### config.mk
export PLATFORM = sky130hd
export DESIGN_NAME = relay_sched_flat
export DESIGN_NICKNAME = d
export VERILOG_FILES = /design/src/rtl/relay_sched_pkg.sv /design/src/rtl/relay_sched_if.sv /design/src/rtl/relay_bitclk.sv /design/src/rtl/relay_sched.sv /design/src/flat_wrapper.sv
export SDC_FILE = /design/constraint.sdc
export NUM_CORES = 1
export LEC_CHECK = 0
export ABC_CLOCK_PERIOD_IN_PS = 9700
export CAP_MARGIN = 40
export CORE_MARGIN = 5
export CORE_UTILIZATION = 50
export CTS_BUF_LIST = sky130_fd_sc_hd__clkbuf_8 sky130_fd_sc_hd__clkbuf_16
export DETAILED_ROUTE_END_ITERATION = 6
export PLACE_DENSITY = 0.68
export SYNTH_ARGS = -nofsm -noshare
export SYNTH_HDL_FRONTEND = slang
export SYNTH_SLANG_ARGS = --single-unit
### constraint.sdc
create_clock -name clk -period 9.7 [get_ports clk]
set_input_delay 1.455 -clock clk [delete_from_list [all_inputs] [get_ports clk]]
set_output_delay 1.455 -clock clk [all_outputs]
set_load 0.02 [all_outputs]
### src/rtl/relay_sched_pkg.sv
// -----------------------------------------------------------------------------
// relay_sched_pkg
// Shared relay definitions: frame state encoding, the 400-bit test pattern,
// the preamble pattern and the simulate-mode codes that select pattern frames.
// -----------------------------------------------------------------------------
package relay_sched_pkg;

    typedef enum logic [1:0] {
        ST_IDLE     = 2'd0,
        ST_PREAMBLE = 2'd1,
        ST_PAYLOAD  = 2'd2,
        ST_GUARD    = 2'd3
    } relay_state_e;

    localparam int         PAT_BITS = 400;
    localparam logic [8:0] PAT_LAST = 9'd399;

    // Emitted MSB (bit 399) first.
    localparam logic [399:0] TEST_PATTERN =
        400'hF0E1D2C3B4A5968778695A4B3C2D1E0F_0123456789ABCDEFFEDCBA9876543210_DEADBEEFCAFEBABE8BADF00D13579BDF_2468;

    localparam logic [7:0] PREAMBLE_PATTERN = 8'b1111_0000;

    localparam logic [2:0] MODE_FAKE_READER = 3'b100;
    localparam logic [2:0] MODE_FAKE_TAG    = 3'b101;

    function automatic logic is_fake_mode(input logic [2:0] mode);
        return (mode == MODE_FAKE_READER) || (mode == MODE_FAKE_TAG);
    endfunction

    // Bit counters hold at all-ones instead of wrapping.
    function automatic logic [8:0] sat_inc9(input logic [8:0] v);
        return (v == 9'h1FF) ? v : v + 9'd1;
    endfunction

endpackage

### src/rtl/relay_sched_if.sv
// -----------------------------------------------------------------------------
// relay_sched_if
// Groups the relay scheduler's mode/requester inputs and encoder-side outputs.
//   master : drives hi_simulate_mod_type, live_req, relay_raw
//   slave  : the scheduler; drives live_gnt, enc_bit, enc_dir, dec_en,
//            bit_strobe, frame_active, frame_done
// -----------------------------------------------------------------------------
interface relay_sched_if;
    logic [2:0] hi_simulate_mod_type;
    logic       live_req;
    logic       relay_raw;
    logic       live_gnt;
    logic       enc_bit;
    logic       enc_dir;
    logic       dec_en;
    logic       bit_strobe;
    logic       frame_active;
    logic       frame_done;

    modport master (
        output hi_simulate_mod_type, live_req, relay_raw,
        input  live_gnt, enc_bit, enc_dir, dec_en, bit_strobe, frame_active, frame_done
    );

    modport slave (
        input  hi_simulate_mod_type, live_req, relay_raw,
        output live_gnt, enc_bit, enc_dir, dec_en, bit_strobe, frame_active, frame_done
    );
endinterface

### src/rtl/relay_bitclk.sv
// -----------------------------------------------------------------------------
// relay_bitclk
// Free-running 4-bit divider; one bit slot every 16 clocks.
//   i_clk        : system clock
//   i_reset_n    : asynchronous active-low reset (divider to 0)
//   o_bit_strobe : high while the divider reads 4'b1000, so the first slot
//                  edge after reset release is the 9th rising clock
// -----------------------------------------------------------------------------
module relay_bitclk (
    input  logic i_clk,
    input  logic i_reset_n,
    output logic o_bit_strobe
);
    logic [3:0] r_div;

    always_ff @(posedge i_clk or negedge i_reset_n) begin
        if (!i_reset_n) begin
            r_div <= 4'd0;
        end else begin
            r_div <= r_div + 4'd1;
        end
    end

    assign o_bit_strobe = (r_div == 4'b1000);
endmodule

### src/rtl/relay_sched.sv
// -----------------------------------------------------------------------------
// relay_sched
// Schedules relay encoder frames: preamble, payload from either the built-in
// test pattern or the live requester, then a zero guard. Pattern requests (a
// fake simulate mode) win over live_req when both are present at a slot edge.
//   clk   : system clock, all state on the rising edge
//   reset : asynchronous active-low reset
//   bus   : relay_sched_if.slave (mode, live_req/relay_raw in; encoder
//           outputs, live_gnt, bit_strobe, frame_active, frame_done out)
//
// state    | meaning
// ---------+--------------------------------------------------------------
// IDLE     | no frame; enc_bit 0; waiting for a request at a slot edge
// PREAMBLE | PRE_BITS slots of 11110000, MSB first
// PAYLOAD  | pattern bits (persistent rotation) or sampled relay_raw
// GUARD    | GUARD_BITS zero slots, then frame_done and back to IDLE
// -----------------------------------------------------------------------------
module relay_sched
    import relay_sched_pkg::*;
#(
    parameter int PRE_BITS   = 8,
    parameter int GUARD_BITS = 4,
    parameter int LIVE_MAX   = 255
) (
    input  logic         clk,
    input  logic         reset,
    relay_sched_if.slave bus
);
    localparam logic [8:0] PRE_LEN   = 9'(PRE_BITS);
    localparam logic [8:0] GUARD_LEN = 9'(GUARD_BITS);
    localparam logic [8:0] LIVE_LEN  = 9'(LIVE_MAX);
    localparam logic [8:0] PAT_LEN   = 9'(PAT_BITS);

    relay_state_e r_state;
    relay_state_e w_state_nxt;
    logic [8:0]   r_cnt;
    logic [8:0]   w_cnt_nxt;
    logic [8:0]   r_ptr;
    logic         r_enc_bit;
    logic         w_enc_nxt;
    logic         r_src_live;
    logic         r_enc_dir;
    logic         r_dec_en;
    logic         r_frame_done;
    logic         w_done_nxt;
    logic         w_ptr_adv;
    logic         w_strobe;
    logic         w_is_fake;
    logic         w_hold;
    logic         w_start;
    logic [8:0]   w_pay_len;
    logic [2:0]   w_pre_idx;

    relay_bitclk u_bitclk (
        .i_clk        (clk),
        .i_reset_n    (reset),
        .o_bit_strobe (w_strobe)
    );

    assign w_is_fake = is_fake_mode(bus.hi_simulate_mod_type);
    // The latched source decides what keeps a payload going.
    assign w_hold    = r_src_live ? bus.live_req : w_is_fake;
    assign w_pay_len = r_src_live ? LIVE_LEN : PAT_LEN;
    assign w_start   = w_strobe && (r_state == ST_IDLE) && (w_state_nxt == ST_PREAMBLE);

    always_ff @(posedge clk or negedge reset) begin
        if (!reset) begin
            r_state <= ST_IDLE;
        end else begin
            r_state <= w_state_nxt;
        end
    end

    always_comb begin
        w_state_nxt = r_state;
        if (w_strobe) begin
            case (r_state)
                ST_IDLE: begin
                    if (w_is_fake || bus.live_req) begin
                        w_state_nxt = ST_PREAMBLE;
                    end
                end
                ST_PREAMBLE: begin
                    if (r_cnt >= PRE_LEN) begin
                        w_state_nxt = w_hold ? ST_PAYLOAD : ST_GUARD;
                    end
                end
                ST_PAYLOAD: begin
                    if (!w_hold || (r_cnt >= w_pay_len)) begin
                        w_state_nxt = ST_GUARD;
                    end
                end
                ST_GUARD: begin
                    if (r_cnt >= GUARD_LEN) begin
                        w_state_nxt = ST_IDLE;
                    end
                end
                default: w_state_nxt = ST_IDLE;
            endcase
        end
    end

    // r_cnt is the number of slots already emitted in the current state,
    // including the one being driven now; the next slot's bit is chosen here.
    always_comb begin
        w_cnt_nxt  = r_cnt;
        w_enc_nxt  = r_enc_bit;
        w_ptr_adv  = 1'b0;
        w_done_nxt = 1'b0;
        w_pre_idx  = 3'd0;
        if (w_strobe) begin
            w_enc_nxt = 1'b0;
            if (w_state_nxt == ST_IDLE) begin
                w_cnt_nxt = 9'd0;
            end else if (w_state_nxt != r_state) begin
                w_cnt_nxt = 9'd1;
            end else begin
                w_cnt_nxt = sat_inc9(r_cnt);
            end
            w_pre_idx = 3'(w_cnt_nxt - 9'd1);
            case (w_state_nxt)
                ST_PREAMBLE: w_enc_nxt = PREAMBLE_PATTERN[~w_pre_idx];
                ST_PAYLOAD: begin
                    if (r_src_live) begin
                        w_enc_nxt = bus.relay_raw;
                    end else begin
                        w_enc_nxt = TEST_PATTERN[r_ptr];
                        w_ptr_adv = 1'b1;
                    end
                end
                default: w_enc_nxt = 1'b0;
            endcase
            w_done_nxt = (r_state == ST_GUARD) && (w_state_nxt == ST_IDLE);
        end
    end

    always_ff @(posedge clk or negedge reset) begin
        if (!reset) begin
            r_cnt        <= 9'd0;
            r_ptr        <= PAT_LAST;
            r_enc_bit    <= 1'b0;
            r_src_live   <= 1'b0;
            r_enc_dir    <= 1'b0;
            r_dec_en     <= 1'b0;
            r_frame_done <= 1'b0;
        end else begin
            r_cnt        <= w_cnt_nxt;
            r_enc_bit    <= w_enc_nxt;
            r_frame_done <= w_done_nxt;
            // Pointer walks 399 -> 0 and wraps; it survives between frames.
            if (w_ptr_adv) begin
                r_ptr <= (r_ptr == 9'd0) ? PAT_LAST : r_ptr - 9'd1;
            end
            if (w_start) begin
                r_src_live <= !w_is_fake;
                r_enc_dir  <= (bus.hi_simulate_mod_type == MODE_FAKE_READER);
                r_dec_en   <= (bus.hi_simulate_mod_type == MODE_FAKE_READER);
            end else if (w_strobe && (w_state_nxt == ST_IDLE)) begin
                r_src_live <= 1'b0;
                r_enc_dir  <= 1'b0;
                r_dec_en   <= 1'b0;
            end
        end
    end

    assign bus.enc_bit      = r_enc_bit;
    assign bus.live_gnt     = r_src_live && ((r_state == ST_PREAMBLE) || (r_state == ST_PAYLOAD));
    assign bus.enc_dir      = r_enc_dir;
    assign bus.dec_en       = r_dec_en;
    assign bus.bit_strobe   = w_strobe;
    assign bus.frame_active = (r_state != ST_IDLE);
    assign bus.frame_done   = r_frame_done;

endmodule

### src/flat_wrapper.sv
// flat-port wrapper written by rule: the top's interface ports become plain ports
module relay_sched_flat import relay_sched_pkg::*;
#(
    parameter int PRE_BITS   = 8,
    parameter int GUARD_BITS = 4,
    parameter int LIVE_MAX   = 255
)
  (clk, reset, bus_hi_simulate_mod_type, bus_live_req, bus_relay_raw, bus_live_gnt, bus_enc_bit, bus_enc_dir, bus_dec_en, bus_bit_strobe, bus_frame_active, bus_frame_done);
  relay_sched_if bus_i ();
  input  logic clk;
  input  logic reset;
  input wire logic [$bits(bus_i.hi_simulate_mod_type)-1:0] bus_hi_simulate_mod_type;
  input wire logic [$bits(bus_i.live_req)-1:0] bus_live_req;
  input wire logic [$bits(bus_i.relay_raw)-1:0] bus_relay_raw;
  output wire logic [$bits(bus_i.live_gnt)-1:0] bus_live_gnt;
  output wire logic [$bits(bus_i.enc_bit)-1:0] bus_enc_bit;
  output wire logic [$bits(bus_i.enc_dir)-1:0] bus_enc_dir;
  output wire logic [$bits(bus_i.dec_en)-1:0] bus_dec_en;
  output wire logic [$bits(bus_i.bit_strobe)-1:0] bus_bit_strobe;
  output wire logic [$bits(bus_i.frame_active)-1:0] bus_frame_active;
  output wire logic [$bits(bus_i.frame_done)-1:0] bus_frame_done;
  assign bus_i.hi_simulate_mod_type = bus_hi_simulate_mod_type;
  assign bus_i.live_req = bus_live_req;
  assign bus_i.relay_raw = bus_relay_raw;
  assign bus_live_gnt = bus_i.live_gnt;
  assign bus_enc_bit = bus_i.enc_bit;
  assign bus_enc_dir = bus_i.enc_dir;
  assign bus_dec_en = bus_i.dec_en;
  assign bus_bit_strobe = bus_i.bit_strobe;
  assign bus_frame_active = bus_i.frame_active;
  assign bus_frame_done = bus_i.frame_done;
  relay_sched #(.PRE_BITS(PRE_BITS), .GUARD_BITS(GUARD_BITS), .LIVE_MAX(LIVE_MAX)) u_core (.clk(clk), .reset(reset), .bus(bus_i));
endmodule
==> results.yml <==
outcome:
  status: "completed"
power:
  powerDensity_nw_per_um2: 225
  irDropWorstVdd_mv: 0.106
  power.leakage_uw: 0.00128
synth:
  syn_nets: 384
  synthFlopType: "dfrtp_1"
  seq_area_frac_synth_pct: 24.8
  syn_avg_cell_area_sq_um: 8.32
  synth_edf_count: 0
  synth.cell_area_sq_um: 2850
  synthCells: 343
  yosys_register_bits: 28
  async_flop_share_pct: 100
  yosys_warnings: 0
  ys_types: 67
global_route:
  grt_use_met1_pct: 28.0
  top_usage_layer: "met1"
  grt_pass1_vias: 2337
  gr-total-overflow: 0
  grt_pass1_wl_mm: 11.0
  track_usage_pct: 18.0
  grt_use_met3_pct: 2.40
  grt_antenna_before_repair: 0
  grt_use_met2_pct: 26.9
  grt_max_degree: 43
timing:
  worst_pin_slew_ps: 725
  setup-tns-final_ps: 0
  skew_ps: 5.52
  slew_headroom_pct: 51.7
  hold_violations: 0
  slew_violations: 0
  setup_viol_count_final: 0
  fmax_mhz: 208
  min_period_ps: 4810
  whs_ps: 477
  period_share_pct: 49.6
  rsz0062_at_grt: "no"
clock_network:
  clk_latency_ps: 270
  cts_resized: 0
  h-tree-depth: 1
  cts_buffer_depth: 2
  ctsHoldBuffers: 0
  clk_pin_slew_ps: 90
  root_buffer: "clkbuf_8"
  cts_sinks: 28
  cts_inserted_buffers: 3
  cts_tree: "done"
  cts_setup_buffers: 0
floorplan:
  top_level_ports: 14
  core-area_sq_um: 5540
  start_util_pct: 51.5
  rows: 27
  die_height_microns: 85.5
  die_w_microns: 85.5
  fp.dieArea_sq_um: 7320
placed_design:
  place_congestion: 0.870
  portBuffers: 13
  dp_hpwl_mm: 4.71
final_layout:
  diodes: 0
  area_growth_pct: 7.06
  layout-drive-gt1-share_pct: 7.65
  final_net_count: 382
setup_path:
  worst_setup_path_start_kind: "input port"
  critical_path_class: "input port to register"
  worstSetupEndpointType: "register"
  crit_top_cell: "nand3_1"
  cp.required_ps: 9910
  crit_chain: "clkdlybuf4s50_1 > nor3b_1 > a221oi_2 > a221o_1 > a211oi_4 > nand3_1 > a21oi_1 > ha_1 > and3_1 > nand3_1 > or3_1 > or4_1 > nand2_1"
  crit_path_max_incr_delay_ps: 520
  arrival_ps: 5020
  critPathSlowestCell: "or4_1"
  cp_top_family: "simple AND/OR/NAND/NOR gates"
  cp_max_fo: 7
  crit_buf_inv: 1
drt:
  drt_wl_total_mm: 6.47
  drt-pass1-iter-count: 5
  via_per_inst: 6.07
  drtIter0Drc: 181
  drcViolationCount: 0
  routedWlPerCell_microns: 15.7
  dr_total_vias: 2499
  ant_nets: 0
worst_hold_path:
  hold_class: "register to register"
run:
  max_cap_viol_count: 0
[layout make-up]
type / instances / area [sq um]
clock buffer: 3 / 41.3
fill: 498 / 2490
inverter: 23 / 86.3
tap: 72 / 90.1
clock inverter: 1 / 30.0
sequential: 28 / 708
timing repair buffer: 14 / 138
multi-input combinational: 271 / 1960
[layer usage]
layer / share of wire (%) / up-vias
met5: 0 / -
met4: 0.60 / 0
li1: - / 1242
met1: 51 / 1189
met3: 4.2 / 4
met2: 44 / 64
[worst paths after layout]
check	slack, ps	cells after the start	from	to
max	4890	13	bus_hi_simulate_mod_type[2]	u_core.r_ptr[1]
min	480	1	u_core.u_bitclk.r_div[3]	u_core.u_bitclk.r_div[3]
max reg2reg	5620	14	u_core.r_src_live	u_core.r_ptr[1]
min reg2reg	480	1	u_core.u_bitclk.r_div[3]	u_core.u_bitclk.r_div[3]
max in group asynchronous	7830	2	reset	u_core.r_ptr[0]
min in group asynchronous	1550	2	reset	u_core.r_cnt[8]
[power by group]
part           internal (uW)  switching [uW]
clock                   55.2            34.7
combinational            180             204
sequential               140            70.8
total                    376             310
[synth_stat cells, types with 3 or more instances]
library cell	number	area, sq um
a211oi_1	7	52.6
a21o_1	3	22.5
a21oi_1	21	105
a311oi_1	3	26.3
a31oi_1	3	18.8
and3_1	6	37.5
buf_2	6	30.0
clkbuf_1	12	45.0
dfrtp_1	22	551
dfstp_2	6	158
ha_1	34	425
inv_1	20	75.1
mux2_2	3	33.8
mux2i_1	4	40.0
nand2_1	29	109
nand2b_1	7	43.8
nand3_1	14	70.1
nand4_1	5	31.3
nor2_1	20	75.1
nor2b_1	14	87.6
nor3_1	4	20.0
o211ai_1	7	52.6
o21ai_0	24	120
o31ai_1	5	37.5
or3_1	3	18.8
xnor2_1	5	43.8
xor2_1	4	35.0
[metrics by stage]
step | setup slack (ps) | instance area [sq um] | utilization (%) | total power, uW | instances
final | 4890 | 3050 | 55.1 | 686 | 412
after global routing | 4650 | 3050 | 55.1 | 751 | 412
after detailed placement | 4620 | 2980 | 53.8 | 593 | 408
after global placement | 4700 | 2980 | 53.8 | 594 | 408
after CTS | 4890 | 3050 | 55.1 | 687 | 412
after floorplan | 5360 | 2850 | - | 500 | 343
[sequential cells by signal, indices dropped and copies added, names as in the netlist]
signal and flops:
u_core.bus.frame_done 1, u_core.u_bitclk.r_div 4, u_core.r_ptr 9, u_core.bus.enc_bit 1, u_core.r_cnt 9, u_core.bus.enc_dir 1, u_core.r_state 2, u_core.r_src_live 1
[cell usage in the layout (no fill, tap or decap), drive strengths merged, types with 8 or more instances in the layout]
master,netlist,routed
nor2b,14,14
clkdlybuf4s50,0,13
inv,21,21
dfrtp,22,22
nand2,29,29
nor2,20,20
a211oi,8,8
a21oi,21,21
o21ai,25,25
ha,34,34
nand3,15,15
[kinds of logic (layout without fill, tap and decap cells)]
kind of cell | count (synthesis) | in the layout | share of synthesized area [%]
xor+xnor | 9 | 9 | 2.76
mux | 9 | 9 | 4.17
compound gates | 102 | 102 | 25.2
buf+inv | 44 | 41 | 6.45
fa+ha+maj | 34 | 34 | 14.9
simple gates | 117 | 117 | 21.7
flops | 28 | 28 | 24.8
[worst reg2reg max path, delay by kind of cell (launching register included)]
| family | cells | cell delay, ps |
|---|---|---|
| fa+ha+maj | 2 | 550 |
| buf+inv | 1 | 230 |
| flops | 1 | 580 |
| simple gates | 6 | 1530 |
| compound gates | 5 | 1140 |
Power figures use the tool's default switching activity.
